==> config.mk <==
export PLATFORM = sky130hd
export DESIGN_NAME = reg_file_sb
export DESIGN_NICKNAME = d
export VERILOG_FILES = /design/src/rtl/rf_pkg.sv /design/src/rtl/rf_scoreboard.sv /design/src/rtl/reg_file_sb.sv
export SDC_FILE = /design/constraint.sdc
export NUM_CORES = 1
export LEC_CHECK = 0
export CAP_MARGIN = 30
export CORE_ASPECT_RATIO = 0.5
export CORE_MARGIN = 4
export CORE_UTILIZATION = 50
export CTS_CLUSTER_SIZE = 10
export DETAILED_ROUTE_END_ITERATION = 10
export PLACE_DENSITY = 0.87
export SYNTH_ARGS = -nofsm -noshare
export SYNTH_HDL_FRONTEND = slang
export SYNTH_SLANG_ARGS = --single-unit
==> constraint.sdc <==
create_clock -name clock -period 2.81 [get_ports clock]
set_clock_uncertainty 0.05 [all_clocks]
set_input_delay 0.562 -clock clock [delete_from_list [all_inputs] [get_ports clock]]
set_output_delay 0.562 -clock clock [all_outputs]
set_load 0.02 [all_outputs]
==> src/rtl/rf_pkg.sv <==
// Shared definitions for the scoreboarded register file: default geometry,
// the hard-wired zero register index and the busy-vector width helper.
package rf_pkg;

  localparam int DEF_DATA_W = 16;
  localparam int DEF_ADDR_W = 2;
  localparam int REG_ZERO   = 0;

  // One busy bit per architectural register.
  function automatic int busy_width(input int addr_w);
    return 1 << addr_w;
  endfunction

endpackage

==> src/rtl/rf_scoreboard.sv <==
// Busy-bit scoreboard: tracks registers with an outstanding writeback and
// raises stall on RAW/WAW hazards. WRITE_BYPASS_EN hides the bit being
// written back this cycle, because its value is forwarded to the readers.
module rf_scoreboard import rf_pkg::*; #(
  parameter int ADDR_W = DEF_ADDR_W
) (
  input  logic                          clock,
  input  logic                          reset_n,
  input  logic [ADDR_W-1:0]             rr1,
  input  logic [ADDR_W-1:0]             rr2,
  input  logic                          issue_valid,
  input  logic                          issue_wen,
  input  logic [ADDR_W-1:0]             issue_rd,
  input  logic                          regwrite,
  input  logic [ADDR_W-1:0]             wr,
  output logic                          stall,
  output logic [busy_width(ADDR_W)-1:0] busy,
  output logic [ADDR_W:0]               pending_cnt
);

  localparam int NUM_REGS = busy_width(ADDR_W);
  localparam logic [ADDR_W-1:0] ZERO_A = ADDR_W'(REG_ZERO);

  logic [NUM_REGS-1:0] busy_q, busy_d, busy_vis;
  logic [ADDR_W:0]     pending_cnt_q, pending_cnt_d;
  logic                wb_hit, set_hit;

  function automatic logic [ADDR_W:0] popcount(input logic [NUM_REGS-1:0] v);
    logic [ADDR_W:0] n;
    n = '0;
    for (int i = 0; i < NUM_REGS; i++) n = n + (ADDR_W+1)'(v[i]);
    return n;
  endfunction

  always_comb begin
    wb_hit   = regwrite && (wr != ZERO_A);
    busy_vis = busy_q;
`ifdef WRITE_BYPASS_EN
    if (wb_hit) busy_vis[wr] = 1'b0;
`endif
    stall = issue_valid &&
            (busy_vis[rr1] || busy_vis[rr2] || (issue_wen && busy_vis[issue_rd]));
    set_hit = issue_valid && !stall && issue_wen && (issue_rd != ZERO_A);

    // Clear before set so a new producer on the same register keeps ownership.
    busy_d = busy_q;
    if (wb_hit)  busy_d[wr]       = 1'b0;
    if (set_hit) busy_d[issue_rd] = 1'b1;
    busy_d[REG_ZERO] = 1'b0;
    pending_cnt_d = popcount(busy_d);
  end

  always_ff @(posedge clock or negedge reset_n) begin
    if (!reset_n) begin
      busy_q        <= '0;
      pending_cnt_q <= '0;
    end else begin
      busy_q        <= busy_d;
      pending_cnt_q <= pending_cnt_d;
    end
  end

  assign busy        = busy_q;
  assign pending_cnt = pending_cnt_q;

endmodule

==> src/rtl/reg_file_sb.sv <==
// Parametrised register file (two combinational reads, one synchronous write,
// register 0 reads zero) with an integrated hazard scoreboard.
// Optional write-through forwarding is enabled by defining WRITE_BYPASS_EN.
module reg_file_sb import rf_pkg::*; #(
  parameter int DATA_W = DEF_DATA_W,
  parameter int ADDR_W = DEF_ADDR_W
) (
  input  logic                          clock,
  input  logic                          reset_n,
  input  logic [ADDR_W-1:0]             rr1,
  input  logic [ADDR_W-1:0]             rr2,
  output logic [DATA_W-1:0]             rd1,
  output logic [DATA_W-1:0]             rd2,
  input  logic                          regwrite,
  input  logic [ADDR_W-1:0]             wr,
  input  logic [DATA_W-1:0]             wd,
  input  logic                          issue_valid,
  input  logic                          issue_wen,
  input  logic [ADDR_W-1:0]             issue_rd,
  output logic                          stall,
  output logic [busy_width(ADDR_W)-1:0] busy,
  output logic [ADDR_W:0]               pending_cnt
);

  localparam int NUM_REGS = busy_width(ADDR_W);
  localparam logic [ADDR_W-1:0] ZERO_A = ADDR_W'(REG_ZERO);

  logic [DATA_W-1:0] regs_q [NUM_REGS];
  logic [DATA_W-1:0] regs_d [NUM_REGS];
  logic              wb_hit;

  assign wb_hit = regwrite && (wr != ZERO_A);

  function automatic logic [DATA_W-1:0] read_port(input logic [ADDR_W-1:0] addr);
    logic [DATA_W-1:0] v;
    v = (addr == ZERO_A) ? '0 : regs_q[addr];
`ifdef WRITE_BYPASS_EN
    // Forward only outside reset so reads stay zero while reset is held.
    if (reset_n && wb_hit && (addr == wr)) v = wd;
`endif
    return v;
  endfunction

  always_comb begin
    regs_d = regs_q;
    if (wb_hit) regs_d[wr] = wd;
    regs_d[REG_ZERO] = '0;
  end

  always_ff @(posedge clock or negedge reset_n) begin
    if (!reset_n) begin
      for (int i = 0; i < NUM_REGS; i++) regs_q[i] <= '0;
    end else begin
      regs_q <= regs_d;
    end
  end

  always_comb begin
    rd1 = read_port(rr1);
    rd2 = read_port(rr2);
  end

  rf_scoreboard #(
    .ADDR_W(ADDR_W)
  ) u_sb (
    .clock      (clock),
    .reset_n    (reset_n),
    .rr1        (rr1),
    .rr2        (rr2),
    .issue_valid(issue_valid),
    .issue_wen  (issue_wen),
    .issue_rd   (issue_rd),
    .regwrite   (regwrite),
    .wr         (wr),
    .stall      (stall),
    .busy       (busy),
    .pending_cnt(pending_cnt)
  );

endmodule

Word-level counts from Yosys, hierarchy flattened. Index checks and enable logic that the tools add are counted.

$add $sub $neg: 2. $lt $le $gt $ge: 10. Mux-type cells: 23. Bitwise gates (word level): 6. Reductions and logical operators: 16.

Operator list (count): $mux W16 (7); $bmux W16 S2 (2); $bwmux W64 (1); $demux W16 S2 (1); $lt A2 B3 Y1 const B (4); $ge A3 B3 Y1 const B (3); $logic_and A1 B1 Y1 (9); $not A2 Y3 (3); $mux W4 (2); $bmux W1 S2 (3); $mux W1 (5); $and A4 B4 Y4 (1); $demux W1 S2 (2); $ge A2 B1 Y1 const B (2); $logic_not A2 Y1 (2); $not A4 Y4 (1); $or A4 B4 Y4 (1); $reduce_bool A2 Y1 (2); $add A3 B1 Y3 (1); $lt A3 B1 Y1 const B (1); $add A1 B1 Y2 (1); $logic_or A1 B1 Y1 (2); $logic_not A1 Y1 (1).

Register bits after elaboration: 54. Output and inout bits: 40. Logic and storage cells: 62.

Depth between registers and ports, before layout.
Word-level depth: 12. Gate-level depth with buffers: 8. Depth with buffers taken out: 7.

Cells and area by module. A second synthesis with hierarchy kept.

Cells, all modules: 221. Area, all modules: 3012.9 um^2.

Modules (own cells, without submodules): reg_file_sb (instances 1, cells each 180, area each 2626.3 um^2, seq. area each 1201.2 um^2); rf_scoreboard (instances 1, cells each 41, area each 386.6 um^2, seq. area each 125.1 um^2).

Worst setup path before layout. Ideal clock, no wire load.

Path kind: input to register. From: input port rr2[0]. To: register u_sb.pending_cnt_q[2], in the netlist u_sb.pending_cnt[2]. Library setup time: 0.122 ns. Data arrival time: 2.402 ns. Required time: 2.638 ns. Slack: 0.236 ns. Stages on the path: 8. Buffers on the path: 1. Cell sequence: buf_6 -> mux2_4 -> a22oi_4 -> nand2_2 -> o41ai_1 -> ha_1 -> ha_1 -> ha_1.

Word-level cells in the longest chain between the ends: 12.

RTL lines: start, declared (RTL line reg_file_sb.sv:11) `input logic [ADDR_W-1:0] rr2,`; $bmux W1 S2 (RTL line rf_scoreboard.sv:42) `(busy_vis[rr1] || busy_vis[rr2] || (issue_wen && busy_vis[issue_rd]));`; $mux W1 (not written as such) (RTL line rf_scoreboard.sv:42); $logic_or A1 B1 Y1 (2 in series) (RTL line rf_scoreboard.sv:42); $logic_and A1 B1 Y1 (RTL line rf_scoreboard.sv:41) `stall = issue_valid &&`; $logic_not A1 Y1 (RTL line rf_scoreboard.sv:43) `set_hit = issue_valid && !stall && issue_wen && (issue_rd != ZERO_A);`; $logic_and A1 B1 Y1 (3 in series) (RTL line rf_scoreboard.sv:43); $mux W4 (RTL line rf_scoreboard.sv:48) `if (set_hit) busy_d[issue_rd] = 1'b1;`; net u_sb.busy_d[2] (RTL line rf_scoreboard.sv:24) `logic [NUM_REGS-1:0] busy_q, busy_d, busy_vis;`; $add A1 B1 Y2 (RTL line rf_scoreboard.sv:31) `for (int i = 0; i < NUM_REGS; i++) n = n + (ADDR_W+1)'(v[i]);`; $add A3 B1 Y3 (RTL line rf_scoreboard.sv:31); net u_sb.pending_cnt_d[2] (RTL line rf_scoreboard.sv:25) `logic [ADDR_W:0] pending_cnt_q, pending_cnt_d;`; end signal, assigned (RTL line rf_scoreboard.sv:59) `pending_cnt_q <= pending_cnt_d;`; end, declared (RTL line rf_scoreboard.sv:25).

The timed path passes the listed nets, and every way through them passes these cells. The select of a mux whose other input is x is not followed. A chain may end at the register's enable or synchronous reset.

Worst setup path in the final report.
From: input port rr2[0]. To: output port rd2[0].

Word-level cells in the longest chain between the ends: 5. Elaborated cells on any way between the ends: 6. Classes of those cells: mux: 4; bitwise: 1; reduce/logical: 1.

RTL lines: $not A2 Y3 (not written as such) (RTL line reg_file_sb.sv:36) `v = (addr == ZERO_A) ? '0 : regs_q[addr];`; $bmux W16 S2 (RTL line reg_file_sb.sv:36); $mux W16 (not written as such) (2 in series) (RTL line reg_file_sb.sv:36); $mux W16 * (RTL line reg_file_sb.sv:36); end, declared (RTL line reg_file_sb.sv:13) `output logic [DATA_W-1:0] rd2,`.

Mark *: on every way between the ends. The rest lies on a longest branch, timed or not. The select of a mux whose other input is x is not followed.

==> summary.txt <==
Outcome
  – Status: finished, final reports clean

Critical path
  – Arrival time worst endpoint: 2140 ps
  – Startpoint types: input pin
  – Worst Reg-to-Reg Cells: 7
  – Critical Path End Type: primary output
  – WP data required: 2200 ps
  – Register-to-Register Setup Slack: 540 ps
  – Critical path type: input pin to primary output
  – Worst-path maximum fanout: 10

Synthesis
  – Syn Area/Cell: 13.4 um2
  – Post-synthesis cell area: ~2900 um2
  – Distinct cells, synth: 24
  – Synth Warn #: 0
  – Register bit total from synthesis: between 50 and 60
  – Largest area contributor in the netlist: dfrtp_1
  – Top cell type's share of synthesized area: 0.471
  – Synth Instances: 215
  – Register area share after synthesis: 0.471
  – Main area contributors after synthesis: dfrtp_1 47%, mux2_2 32%, a22o_1 9.8%
  – Syn_nets: ~250

Global route
  – Initial antenna violation count: 0
  – Vias in the first global route: between 2000 and 2500
  – Total grt overflow: 0
  – Gr usage total: 0.211
  – Pin count of the biggest net entering global routing: 25
  – First-pass GRT wire length: 11600 um

STA
  – Final Max Tran Viols: 0
  – Worst slew margin: 0.618
  – Setup-failing EPs final: 0
  – Setup TNS: 0 ps
  – Worst-margin pin slew: 573 ps
  – RSZ-0062 raised after global routing: no
  – Worst setup margin: 57.8 ps
  – Fmax: 363 MHz
  – Fin crit share: 0.979
  – Final hold slack: 218 ps
  – Tmin final: 2750 ps
  – Final hold vios: 0

Clocking
  – Sinks on Clock Net: 54
  – H-tree levels: 2
  – CTS max path bufs: 2
  – Worst skew pair latency: 280 ps
  – CTS Root Cell: clkbuf_16
  – CTS tree: built
  – CTS buffer count: 5
  – Clock Pin Slew Worst Setup and Hold Paths: 70 ps

Drt
  – Post-Route WL: 7580 um
  – Vias/cell: approximately 5.8
  – Via count: 2141
  – Initial DRT Pass Iterations: 4
  – Initial DRC Count: 121
  – Number of routed nets with antenna violations: 0
  – Routed len/inst: roughly 20 um
  – DRC Markers: 0

Cells and area
  – Most frequent cells in the layout: 81 x mux2_2, 54 x dfrtp_1, 32 x a22o_1
  – Fillers: 380
  – Post-layout nets: 331
  – # diodes: 0
  – Layout cells sized above 1: 0.398
  – Layout area overhead: 35.6%
  – Post-layout util: 0.706
  – Commonest non-fill, non-tap cell in the layout: mux2_2

Place
  – Port Buffer Count: 67
  – Routability cong.: approximately 0.83
  – Dpl hpwl: about 5300 um
  – Pre-CTS setup slack: -215 ps

Die
  – Row count: 19
  – Die ar.: about 7000 um2
  – Die W: 115 um
  – Initial Util: 0.520
  – Die height: 61.6 um
  – Placeable Area: 5520 um2
  – I/O pin cnt: 69

Run
  – Max_cap viols: 0

Power and ir drop
  – Pwr per Cell Area: 658 nW/um2
  – Leak pwr: 0.00180 uW
  – Peak VDD IR: 0.000364 V

Hold path
  – Worst hold path class: input pin to async pin
==> registers in the layout, summed over array words and instances, names as in the netlist <==
| name | cells |
|---|---|
| regs_q | 48 |
| u_sb.pending_cnt | 3 |
| u_sb.busy | 3 |
==> Yosys cell counts, drive strengths merged <==
library cell,instances
nor2b,4
nor4,1
nand2,8
mux2i,2
conb,1
buf,11
a22o,32
mux2,82
o41ai,2
o21ai,2
nand3b,2
ha,3
dfrtp,54
inv,2
clkbuf,4
a31oi,1
nand3,2
a22oi,1
fa,1
==> logic make-up (layout without fill, tap and decap cells) <==
logic type	after synthesis	count (layout)	synth area share
adders and majority gates	4	4	0.0201
buffers and inverters	17	101	0.0301
other	1	1	0.00131
DFF	54	54	0.471
and+or+nand+nor	17	17	0.0310
AOI/OAI and AO/OA	38	38	0.117
muxes	84	84	0.330
==> where the power goes <==
group | total (uW) | leakage, uW | switching, uW | internal, uW
Combinational | 852 | 0.00108 | 394 | 459
Sequential | 1050 | 0.000646 | 121 | 931
Clock | 657 | 0.0000801 | 276 | 381
==> worst max-delay path, cell delays in order <==
cell	delay, ps
clkdlybuf4s50_1	470
buf_4	180
nor2b_1	170
buf_4	230
a22o_1	180
dlygate4sd2_1	340
==> path summary, 6_finish.rpt <==
kind,from,to
worst min register to register,regs_q[14],regs_q[14]
worst min-delay path,reset_n,regs_q[1]
max in group asynchronous,reset_n,regs_q[25]
min in group clock,regs_q[14],regs_q[14]
worst max-delay path,rr2[0],rd2[0]
worst max register to register,u_sb.busy[2],u_sb.pending_cnt[2]
==> repair_timing <==
item / in CTS / in global routing
endpoints found under the hold margin: 0 / 0
hold buffers: 0 / 0
setup buffers: 0 / 0
gates resized for setup: 34 / 11
setup endpoints to repair: 33 / 16
gates cloned: 0 / 1
==> final cells by class <==
cell class | instances | area, um2 | share of cell area
Multi-Input combinational cell | 144 | 1440 | 0.371
Sequential cell | 54 | 1350 | 0.347
Timing Repair Buffer | 91 | 837 | 0.215
Clock buffer | 7 | 153 | 0.0392
Tap cell | 73 | 91.3 | 0.0235
Clock inverter | 1 | 8.76 | 0.00225
Inverter | 2 | 7.51 | 0.00193
==> metrics by stage <==
| step | instances | instance area (um2) | power (uW) |
|---|---|---|---|
| detailed placement | 363 | 3730 | 1960 |
| floorplan | 215 | 2870 | 1550 |
| global route | 372 | 3890 | 2690 |
| CTS | 371 | 3850 | 2550 |
| global placement | 363 | 3730 | 1910 |
| finish | 372 | 3890 | 2560 |
==> metal layers <==
metal	part of all wire	up-vias	routed length [um]	global-route usage
li1	-	976	-	-
met1	0.44	1100	3370	0.280
met2	0.51	58	3850	0.371
met3	0.037	7	284	0.0412
met4	0.0099	0	75	0.0435
met5	0	-	0	0
Note: power is estimated with default switching activity, not from simulation.
==> variant 1, RTL diff (config.mk and constraints unchanged) <==
Register the output `pending_cnt`, with the module's reset; this adds one clock of latency there. The other outputs are not delayed to match.
--- a/src/rtl/reg_file_sb.sv
+++ b/src/rtl/reg_file_sb.sv
@@ -24,6 +24,8 @@
 
   localparam int NUM_REGS = busy_width(ADDR_W);
   localparam logic [ADDR_W-1:0] ZERO_A = ADDR_W'(REG_ZERO);
+
+  logic [ADDR_W:0] pending_cnt_c;
 
   logic [DATA_W-1:0] regs_q [NUM_REGS];
   logic [DATA_W-1:0] regs_d [NUM_REGS];
@@ -74,8 +76,16 @@
     .wr         (wr),
     .stall      (stall),
     .busy       (busy),
-    .pending_cnt(pending_cnt)
+    .pending_cnt(pending_cnt_c)
   );
+
+  always_ff @(posedge clock or negedge reset_n) begin
+    if (!reset_n) begin
+      pending_cnt <= '0;
+    end else begin
+      pending_cnt <= pending_cnt_c;
+    end
+  end
 
 endmodule
 
Function: changed (Yosys sat finds a counterexample within 4 cycles, from zero or initial values and one cycle with reset_n low).
==> variant 1 against the original RTL <==
Die area is 2.3% higher. Critical path type unchanged. Wire length rose by 9.1%. Worst setup slack worse by 41 ps. Final cell count rose by 3.2%. Sequential share of layout area fell by 0.14 points. Hold slack lost 83 ps. Sequential cell count increased by 3. Fmax down 1.5%. Global-route usage is 2.4 points higher. Largest cell class unchanged. Critical endpoint is now rd2[1]. Non-clock buffer count grew 1. Area after synthesis is 2.6% higher. Total power is 19% higher. Cell area grew 6.0%.
==> variant 1: results (changes against the original RTL) <==
[synth]
synth_compound_gate_area_share_pct=11.4  ; -0.30 points
ys_top_cells_by_area=dfrtp_1 48%, mux2_2 31%, a22o_1 9.5%, buf_2 1.5%, ha_1 1.3%
synth_fa_ha_area_share_pct=1.95  ; -0.051 points
ys_seq_area_share_pct=48.4  ; +1.3 points
synthMuxAreaShare_pct=32.2  ; -0.84 points
synth_commonest_cells=81 x mux2_2, 57 x dfrtp_1, 32 x a22o_1

[status]
status=finished, final reports clean

[layout]
drive_gt1_share_pct=40.0  ; +0.20 points
fill_cells=318  ; -16%
nNetsFinal=339  ; +2.4%

[grt]
grtUsageTotal_pct=23.6  ; +2.4 points
grt_pass1_wl_um=13000  ; +12%
grt_pass1_vias=2371  ; +7.1%
grt_max_degree=22  ; -12%

[clock_network]
clk_transition_reported_paths_ps=50  ; -20 ps
ctsHtreeMaxLevel=3  ; +1
clock_latency_ps=320  ; +40 ps

[routing]
vias=2273  ; +6.2%
wl_per_cell_um=21.5  ; +5.7%
wl_met1_um=3560  ; +5.5%

[placed_design]
hpwl_um=5230  ; -1.2%
finalWeightedCongestion=0.796  ; -3.7%
post-place-ws_ps=-206  ; +9.64 ps

[timing]
whs_ps=135  ; -82.9 ps

[power_and_ir_drop]
vdd_drop_max_mv=0.493  ; +36%

[critical_path]
rrSetupSlack_ps=510  ; -30 ps
cp.arrival_ps=2180  ; +40 ps

==> variant 1: cell types whose count changed after synthesis, sizes merged <==
cell,before,now
dfrtp,54,57
==> variant 1: stage by stage <==
stage	power, mW	area, um^2	util, %	cells
floorplan	1.61	2950	-	218
global placement	1.97	3790	67.9	364
detailed placement	2.02	3790	67.9	364
CTS	3.05	4050	72.5	379
global route	3.20	4120	73.8	383
finish	3.05	4120	73.8	384
==> variant 1: repair_timing <==
item,CTS,global route
endpoints found under the setup margin,33,18
resized for setup,33,16
setup buffers,0,2
cloned,0,2
==> variant 1: final timing paths <==
kind / cells past startpoint / end
min reg2reg: 0 / pending_cnt[1]
max reg2reg: 8 / u_sb.pending_cnt[2]
min: 1 / regs_q[27]
max: 6 / rd2[1]
max in group asynchronous: 2 / regs_q[4]
min in group clock: 0 / pending_cnt[1]
==> variant 1: cells by family after synthesis <==
kind of cell	count (synthesis)
flops	57
other cells	1
fa+ha+maj	4
buf+inv	17
compound gates	38
simple gates	17
mux	84
==> variant 1: where the power goes <==
part           total, mW  internal [mW]  switching [mW]
clock network       1.07          0.724           0.344
registers           1.12          0.988           0.129
logic              0.869          0.465           0.404
total               3.05           2.18           0.877
==> variant 1: layer usage <==
| layer | track usage [%] | up-vias |
|---|---|---|
| li1 | - | 1001 |
| met1 | 31.0 | 1169 |
| met2 | 38.2 | 86 |
| met3 | 6.89 | 17 |
| met4 | 6.29 | 0 |
| met5 | 0 | - |
==> variant 1: layout make-up <==
| type | instances | area share [%] |
|---|---|---|
| clock inverters | 3 | 0.971 |
| flip-flops and latches | 57 | 34.6 |
| well taps | 73 | 2.21 |
| repair buffers | 92 | 21.0 |
| diodes | 1 | 0.0607 |
| inverters | 2 | 0.182 |
| clock buffers | 12 | 6.22 |
| multi-input cells | 144 | 34.7 |
==> variant 2, RTL diff (config.mk and constraints unchanged) <==
Made on the original files. Change the package constant `DEF_DATA_W` from 16 to 20.
--- a/src/rtl/rf_pkg.sv
+++ b/src/rtl/rf_pkg.sv
@@ -2,7 +2,7 @@
 // the hard-wired zero register index and the busy-vector width helper.
 package rf_pkg;
 
-  localparam int DEF_DATA_W = 16;
+  localparam int DEF_DATA_W = 20;
   localparam int DEF_ADDR_W = 2;
   localparam int REG_ZERO   = 0;
 
Ports: changed (resized rd1, rd2 and wd); port bits go from 69 to 81. No check against the original RTL was run, so the function may have changed too.
==> variant 2 against the original RTL <==
Non-clock buffer count up 13. Critical path depth decreased by 1. Clock power is 63% higher. Final cell count increased by 21%. Sequential cell count up 12. Wire length increased by 25%. Cell area up 22%. Register-to-register slack about the same. Core utilization rose by 0.24 points. Count of clock-buffer cells in the layout is 6 higher. Via count increased by 24%. Area after synthesis rose by 21%. Worst setup slack lost 6.9 ps. Total power up 29%. Critical path type unchanged. Critical endpoint is now rd2[12]. Largest cell class unchanged.
==> variant 2: results (changes against the original RTL) <==
[status]
status=finished, final reports clean

[critical_path]
crit_start=rr2[1]
cp_max_fo=11  ; +1
worst_path_max_delay_cell=mux2_1
critPathMaxStageDelay_ps=370  ; -100 ps

[placed_design]
io_buffers=79  ; +18%
finalWeightedCongestion=0.793  ; -4.2%
hpwl_um=6260  ; +18%
post-place-ws_ps=-290  ; -74.7 ps
placed_cells=433  ; +19%

[clock_network]
cts_buffers=9  ; +4
clk_transition_reported_paths_ps=50  ; -20 ps
ctsHtreeMaxLevel=3  ; +1
clock_latency_ps=320  ; +40 ps

[layout]
regArea_mm2=0.00165  ; +22%
largest_reg_flops=60  ; +25%
drive_gt1_share_pct=12.0  ; -28 points
nNetsFinal=390  ; +18%
fill_cells=469  ; +23%

[routing]
wl_um=9490  ; +25%
routed_via_density=5.92  ; +2.8%
first_iter_violations=228  ; +88%

[synth]
ys_top_cells_by_area=dfrtp_1 47%, mux2_1 33%, a22o_1 10%, buf_2 1.4%, ha_1 1.1%
ys_seq_area_share_pct=47.4  ; +0.35 points
syn_inst=257  ; +20%
synth_commonest_cells=101 x mux2_1, 66 x dfrtp_1, 41 x a22o_1
synth_fa_ha_area_share_pct=1.65  ; -0.35 points
synth_compound_gate_area_share_pct=11.7  ; +0.067 points
synth_fp_nets=294  ; +19%
synthMuxAreaShare_pct=33.7  ; +0.67 points

[grt]
grtUsageMet1_pct=28.3  ; +0.31 points
grt_pass1_wl_um=15300  ; +32%
grt_pass1_vias=2834  ; +28%
met3_usage_pct=6.24  ; +2.1 points
grt_max_degree=35  ; +40%
use_met2_pct=41.9  ; +4.8 points
grtUsageTotal_pct=23.5  ; +2.4 points

[power_and_ir_drop]
leakagePower_nw=2.23  ; +24%
combinationalPowerShare_pct=28.6  ; -4.7 points
vdd_drop_max_mv=0.366  ; +0.72%
p_seq_mw=1.29  ; +23%

[timing]
min_period_ps=2760  ; +6.94 ps
whs_ps=260  ; +41.9 ps
slew_headroom_pct=48.5  ; -13 points

[variant 2: cell count changes in the layout (fill, tap and decap cells not counted), moves of 3 or more]
cell and change:
mux2_1 +101, mux2_2 -81, dlygate4sd2_1 +15, dfrtp_1 +12, a22o_1 +9, clkdlybuf4s15_1 -6, clkbuf_1 +4, clkbuf_16 +4
clkdlybuf4s50_1 +3
[variant 2: area by class of cell]
class                           count  area share (%)
Inverter                            2           0.158
Timing Repair Buffer              104            20.4
Sequential cell                    66            34.7
Tap cell                           92            2.42
Clock inverter                      3           0.841
Multi-Input combinational cell    170            36.4
Clock buffer                       13            5.04
[variant 2: repair_timing]
action	CTS	global route
endpoints found under the setup margin	41	2
gates cloned	1	0
endpoints found under the hold margin	0	0
gates resized for setup	43	2
[variant 2: routing by layer]
layer	share of wire (%)	vias up
met5	0	-
met4	1.4	0
met3	4.6	13
met2	52	81
met1	42	1406
li1	-	1162
